--- config.mk ---
export PLATFORM = sky130hd
export DESIGN_NAME = mdr_nibble_fetch
export DESIGN_NICKNAME = d
export VERILOG_FILES = /design/src/rtl/mdr_nibble_fetch.sv
export SDC_FILE = /design/constraint.sdc
export NUM_CORES = 1
export LEC_CHECK = 0
export ABC_AREA = 1
export CORE_ASPECT_RATIO = 0.75
export CORE_MARGIN = 10
export CORE_UTILIZATION = 40
export DETAILED_ROUTE_END_ITERATION = 8
export PLACE_DENSITY = 0.77
export SYNTH_ARGS = -nofsm -noshare
export SYNTH_HDL_FRONTEND = slang
export SYNTH_SLANG_ARGS = --single-unit
--- constraint.sdc ---
create_clock -name i_clk -period 1.08 [get_ports i_clk]
set_input_delay 0.108 -clock i_clk [delete_from_list [all_inputs] [get_ports i_clk]]
set_output_delay 0.108 -clock i_clk [all_outputs]
set_load 0.005 [all_outputs]
--- src/rtl/mdr_nibble_fetch.sv ---
// Nibble-serial word fetch for the 16-bit MDR: issues four nibble reads MS-first
// and steers each returning nibble into the MDR with a one-hot enable.
module mdr_nibble_fetch #(
    parameter int ADDR_W   = 8,
    parameter int READ_LAT = 1
) (
    input  logic              i_clk,
    input  logic              i_reset_n,
    input  logic              i_start,
    input  logic [ADDR_W-1:0] i_addr,
    output logic              o_busy,
    output logic              o_done,
    output logic              o_mem_rd,
    output logic [ADDR_W+1:0] o_mem_addr,
    output logic [3:0]        o_mdr_en
);

    typedef enum logic [1:0] {S_IDLE, S_ISSUE, S_DRAIN} state_t;

    localparam logic [1:0] DRAIN_LAST = 2'(READ_LAT - 1);

    state_t                   r_state, w_state_nxt;
    logic [ADDR_W-1:0]        r_word, w_word_nxt;
    logic [1:0]               r_k, w_k_nxt;
    logic [1:0]               r_dcnt, w_dcnt_nxt;
    logic                     r_busy, r_done, r_mem_rd;
    logic [ADDR_W+1:0]        r_mem_addr;
    logic                     w_done_nxt, w_rd_nxt;
    logic [ADDR_W+1:0]        w_maddr_nxt;
    logic [3:0]               w_slot_nxt;
    // Stage 0 mirrors the issue slot; stage READ_LAT lines up with returning data.
    logic [READ_LAT:0][3:0]   r_en_pipe;

    always_comb begin
        w_state_nxt = r_state;
        w_word_nxt  = r_word;
        w_k_nxt     = r_k;
        w_dcnt_nxt  = r_dcnt;
        w_done_nxt  = 1'b0;
        case (r_state)
            S_IDLE: begin
                if (i_start) begin
                    w_state_nxt = S_ISSUE;
                    w_word_nxt  = i_addr;
                    w_k_nxt     = 2'd0;
                end
            end
            S_ISSUE: begin
                if (r_k == 2'd3) begin
                    w_state_nxt = S_DRAIN;
                    w_dcnt_nxt  = 2'd0;
                end else begin
                    w_k_nxt = r_k + 2'd1;
                end
            end
            S_DRAIN: begin
                if (r_dcnt == DRAIN_LAST) begin
                    w_state_nxt = S_IDLE;
                    w_done_nxt  = 1'b1;
                end else begin
                    w_dcnt_nxt = r_dcnt + 2'd1;
                end
            end
            default: w_state_nxt = S_IDLE;
        endcase
        // Outputs are computed from next state so every port comes straight off a flop.
        w_rd_nxt    = (w_state_nxt == S_ISSUE);
        w_maddr_nxt = w_rd_nxt ? {w_word_nxt, w_k_nxt} : r_mem_addr;
        w_slot_nxt  = w_rd_nxt ? (4'b1000 >> w_k_nxt) : 4'b0000;
    end

    always_ff @(posedge i_clk) begin
        if (!i_reset_n) begin
            r_state    <= S_IDLE;
            r_word     <= '0;
            r_k        <= 2'd0;
            r_dcnt     <= 2'd0;
            r_busy     <= 1'b0;
            r_done     <= 1'b0;
            r_mem_rd   <= 1'b0;
            r_mem_addr <= '0;
            r_en_pipe  <= '0;
        end else begin
            r_state    <= w_state_nxt;
            r_word     <= w_word_nxt;
            r_k        <= w_k_nxt;
            r_dcnt     <= w_dcnt_nxt;
            r_busy     <= (w_state_nxt != S_IDLE);
            r_done     <= w_done_nxt;
            r_mem_rd   <= w_rd_nxt;
            r_mem_addr <= w_maddr_nxt;
            r_en_pipe[0] <= w_slot_nxt;
            for (int i = 1; i <= READ_LAT; i++) r_en_pipe[i] <= r_en_pipe[i-1];
        end
    end

    assign o_busy     = r_busy;
    assign o_done     = r_done;
    assign o_mem_rd   = r_mem_rd;
    assign o_mem_addr = r_mem_addr;
    assign o_mdr_en   = r_en_pipe[READ_LAT];

endmodule

# Word-level counts from Yosys, hierarchy flattened
# Cells that the tools add are included.
[totals]
regBits = 35
in_bits = 11
out_inout_bits = 17
[classes]
add_sub_neg = 2
n_eq_ne = 6
shifts = 1
mux = 13
n_reduce_logical = 7
[ops]
columns = ["cell", "n"]
rows = [
  ["2-to-1 mux 8 bit", 2],
  ["2-to-1 mux 2 bit", 7],
  ["one-hot mux 2 bit (2 select lines)", 2],
  ["one-hot mux 2 bit (3 select lines)", 1],
  ["adder 2 x 1 -> 2 bit (second input constant)", 2],
  ["== test 2 x 1 -> 1 bit (second input constant)", 2],
  ["== test 2 bit (second input constant)", 2],
  ["logical NOT 2 bit", 2],
  ["!= test 2 bit (second input constant)", 2],
  ["AND reduction 2 bit", 2],
  ["nonzero test 2 bit", 2],
  [">> shifter 4 x 2 -> 4 bit (first input constant)", 1],
  ["AND reduction 3 bit", 1],
  ["2-to-1 mux 1 bit", 1],
]

# Depth between registers and ports, before layout
[logic_depth]
ltp_word = 5
depth_mapped = 8
mapped_depth_nobuf = 8

# Worst setup path before layout
# OpenSTA, ideal clock, no wires.
[synth_path]
kind = "register to register"
from = "reg r_state[0]"
to = "reg r_mem_addr[0], in the netlist o_mem_addr[0]"
setup_ns = 0.109
arrival_ns = 1.020
t_required_ns = 0.971
slack_ns = -0.049
path_stages_with_launch = 8
n_path_buf = 1
period_less_slack_ns = 1.129
path_cell_list = "dfxtp_1 > nor2_4 > nand2_4 > nand2_4 > buf_8 > nand2_2 > nand2_1 > inv_1"
[synth_between]
elab_chain_cells = 3
elab_cells_between_ends = 9
classes_between = "eq/ne: 3; mux: 5; reduce/logical: 1"
[synth_lines]
columns = ["element", "line", "rtl"]
rows = [
  ["start, declared", "22", "state_t r_state, w_state_nxt;"],
  ["start signal, assigned", "84", "r_state <= w_state_nxt;"],
  ["== test 2 bit (tied with other cells)", "40", "case (r_state)"],
  ["one-hot mux 2 bit (3 select lines)", "40", ""],
  ["== test 2 x 1 -> 1 bit", "67", "w_rd_nxt = (w_state_nxt == S_ISSUE);"],
  ["end signal, assigned", "91", "r_mem_addr <= w_maddr_nxt;"],
  ["end, declared", "27", "logic [ADDR_W+1:0] r_mem_addr;"],
]
# Several ways; a longest one is shown, not always the timed one.
# A chain may end at the register's enable or synchronous reset.

# Worst setup path after layout
[layout_path]
from = "reg r_state[1]"
to = "reg r_mem_addr[9], in the netlist o_mem_addr[9]"
# Same word-level chain as after synthesis.

==> flow_metrics.env <==
export IMPL_first_global_vias=1241
export IMPL_use_met1=0.1221
export IMPL_ctsRootBufferMaster="clkbuf_8"
export IMPL_ff_latch_area_um2=713.2
export IMPL_vias=1228
export IMPL_ant_nets=0
export IMPL_met2_usage=0.1877
export IMPL_grt_max_degree=12
export IMPL_yosys_cell_types_count=21
export IMPL_antenna_found_initial=0
export IMPL_n_antenna_cell=0
export IMPL_area_growth_pct=58.90
export IMPL_final_nets=231
export IMPL_synthCells=167
export IMPL_drcViolationCount=0
export IMPL_via_per_inst=4.723
export IMPL_cts_buffers=5
export IMPL_routed_wl_um=3629
export IMPL_syn_nets=179
export IMPL_p_per_area_nw_per_um2=1489
export IMPL_synth_simple_gate_area_frac=0.2992
export IMPL_drtIter0Drc=57
export IMPL_final_cell_mix="dfxtp_1 (27), nand2_1 (21), nor2_1 (18), buf_4 (18), dlygate4sd2_1 (17)"
export IMPL_max_clock_freq_ghz=0.8404
export IMPL_fp_dieArea_um2=6097
export IMPL_rsz0062_at_grt="true"
export IMPL_die_x_um=86.90
export IMPL_core_um2=3266
export IMPL_arrival_ns=1.38
export IMPL_gr_usage_met3=0.04635
export IMPL_finalCriticalPeriod_ns=1.190
export IMPL_dr_pass1_iters=4
export IMPL_synth_compound_area_frac=0.05219
export IMPL_nFillCells=251
export IMPL_wl_per_cell_um=13.96
export IMPL_crit_required_ns=1.27
export IMPL_cp_max_fo=7
export IMPL_failed_checks="negative setup slack"
export IMPL_tritoncts="built"
export IMPL_drive_gt1_frac=0.3864
export IMPL_status="finished, violations left"
export IMPL_die_h_um=70.17
export IMPL_cts_sinks=35
export IMPL_p_leak_nw=1.072
export IMPL_final_max_slew_viol_count=0
export IMPL_avgSynthCellArea_um2=8.039
export IMPL_yosys_mux_area_fraction=0
export IMPL_fin_crit_sh=1.102
export IMPL_layout_setup_ws_ns=-0.1100
export IMPL_gp_congestion=0.8271
export IMPL_synth_seq_cells=35
export IMPL_utilization=0.6533
export IMPL_std_cell_rows=18
export IMPL_portBuffers=27
export IMPL_synth_xor_area_share=0
export IMPL_grt_busiest_layer="met2"
export IMPL_ys_warn_count=0
export IMPL_multi_input_area_um2=661.9
export IMPL_hold_viol_final=0
export IMPL_ir_worst_vdd_uv=751.4
export IMPL_fin_worst_skew_ns=0.008018
export IMPL_synth_top_family_by_area="simple AND/OR/NAND/NOR gates"
export IMPL_fin_total_pwr_w=0.003176
export IMPL_syn_area_um2=1343
export IMPL_grt_pass1_wl_um=5561
export IMPL_slew_limit_headroom=0.8351
export IMPL_clockBufferDepth=2
export IMPL_hpwl_um=2286
export IMPL_hp_class="input pin to flip-flop"
export IMPL_initial_utilization=0.4111
export IMPL_clk_pin_slew_ns=0.07
export IMPL_setup_violations_final=18
export IMPL_cap_viol_max_count=0
export IMPL_grt_ovfl_total=0
export IMPL_final_common_cell="dfxtp_1"
export IMPL_startpoint_type="flip-flop"
export IMPL_worstMarginPinSlew_ns=0.2451
export IMPL_grtUsageTotal=0.1157
export IMPL_ios=28
export IMPL_tns_ns=-1.233
export IMPL_ys_seq_area_frac=0.5219
export IMPL_h_tree_depth=2
export IMPL_cp_end_kind="flip-flop"
export IMPL_synth_fa_ha_area_frac=0.009320
export IMPL_criticalPathCategory="flip-flop to flip-flop"
export IMPL_clock_latency_ns=0.29
-- cell usage after synthesis (all sizes together) --
cell type	instances	area share
clkbuf	1	0.0028
inv	22	0.062
a21oi	10	0.037
nand3	20	0.075
nand4	1	0.016
nor4	1	0.0047
buf	9	0.053
dfxtp	35	0.52
nor2	23	0.074
o21ai	4	0.015
nand2	40	0.13
ha	1	0.0093
-- per-stage QoR --
stage / cells / setup WS (ns) / area (um2) / hold WS [ns]
floorplan: 167 / -0.03621 / 1344 / 0.2170
global placement: 245 / -0.1825 / 1772 / 0.3934
detailed placement: 245 / -0.2169 / 1772 / 0.4005
CTS: 256 / -0.08278 / 1984 / 0.4036
global route: 260 / -0.1904 / 2133 / 0.4229
finish: 260 / -0.1100 / 2133 / 0.4107
-- final timing paths --
check | depth (start not counted) | slack (ns) | to | from
hold / removal | 3 | 0.41 | r_word[5]$_SDFF_PN0_ | i_addr[5]
setup reg to reg | 8 | -0.11 | o_mem_addr[9]$_SDFFE_PN0P_ | r_state[1]$_SDFF_PN0_
hold reg to reg | 2 | 0.41 | o_mdr_en[1]$_SDFF_PN0_ | r_en_pipe[1]$_SDFF_PN0_
setup / recovery | 8 | -0.11 | o_mem_addr[9]$_SDFFE_PN0P_ | r_state[1]$_SDFF_PN0_
-- critical path, stage by stage (launching register included) --
cell	delay [ns]
dfxtp_2	0.32
buf_6	0.11
nor2_4	0.11
nand2_4	0.12
buf_6	0.15
nand2_8	0.07
nand3_1	0.08
nand2_1	0.08
nor2_1	0.04
-- sequential cells by signal, indices dropped and copies added, names as in the netlist --
| name | count |
|---|---|
| o_mem_addr | 10 |
| r_word | 8 |
| o_mdr_en | 4 |
| r_en_pipe | 4 |
| r_dcnt | 2 |
| r_k | 2 |
| r_state | 2 |
| o_busy | 1 |
| o_done | 1 |
| o_mem_rd | 1 |
-- power by group --
group	leakage [nW]	switching, W	internal (W)	total (W)
clock network	0.0612	0.000463	0.000746	0.00121
logic	0.721	0.000283	0.000270	0.000554
registers	0.291	0.0000441	0.00137	0.00141
-- layout make-up --
class / instances / share of cell area
Sequential cell: 35 / 0.3343
Multi-Input combinational cell: 101 / 0.3103
Timing Repair Buffer: 54 / 0.2358
Inverter: 22 / 0.04106
Clock buffer: 6 / 0.03871
Tap cell: 40 / 0.02346
Clock inverter: 2 / 0.01642
-- routing by layer --
layer  vias to the layer above  routed length (um)
met4                         0                  36
met1                       574                1418
met2                        29                1879
li1                        623                   -
met3                         2                 294
met5                         -                   0
-- logic make-up after synthesis --
kind of cell	Yosys count
flops	35
compound gates	14
simple gates	85
fa+ha+maj	1
buf+inv	32
-- timing repair --
| item | 4_1_cts | 5_1_grt |
|---|---|---|
| hold buffers | 0 | 0 |
| resized for setup | 45 | 35 |
| setup endpoints to repair | 36 | 29 |
| endpoints found under the hold margin | 0 | 0 |
| setup buffers | 2 | 4 |
| pin swaps | 6 | 11 |
| cloned | 1 | 0 |
Note: power is estimated with default switching activity, not from simulation.
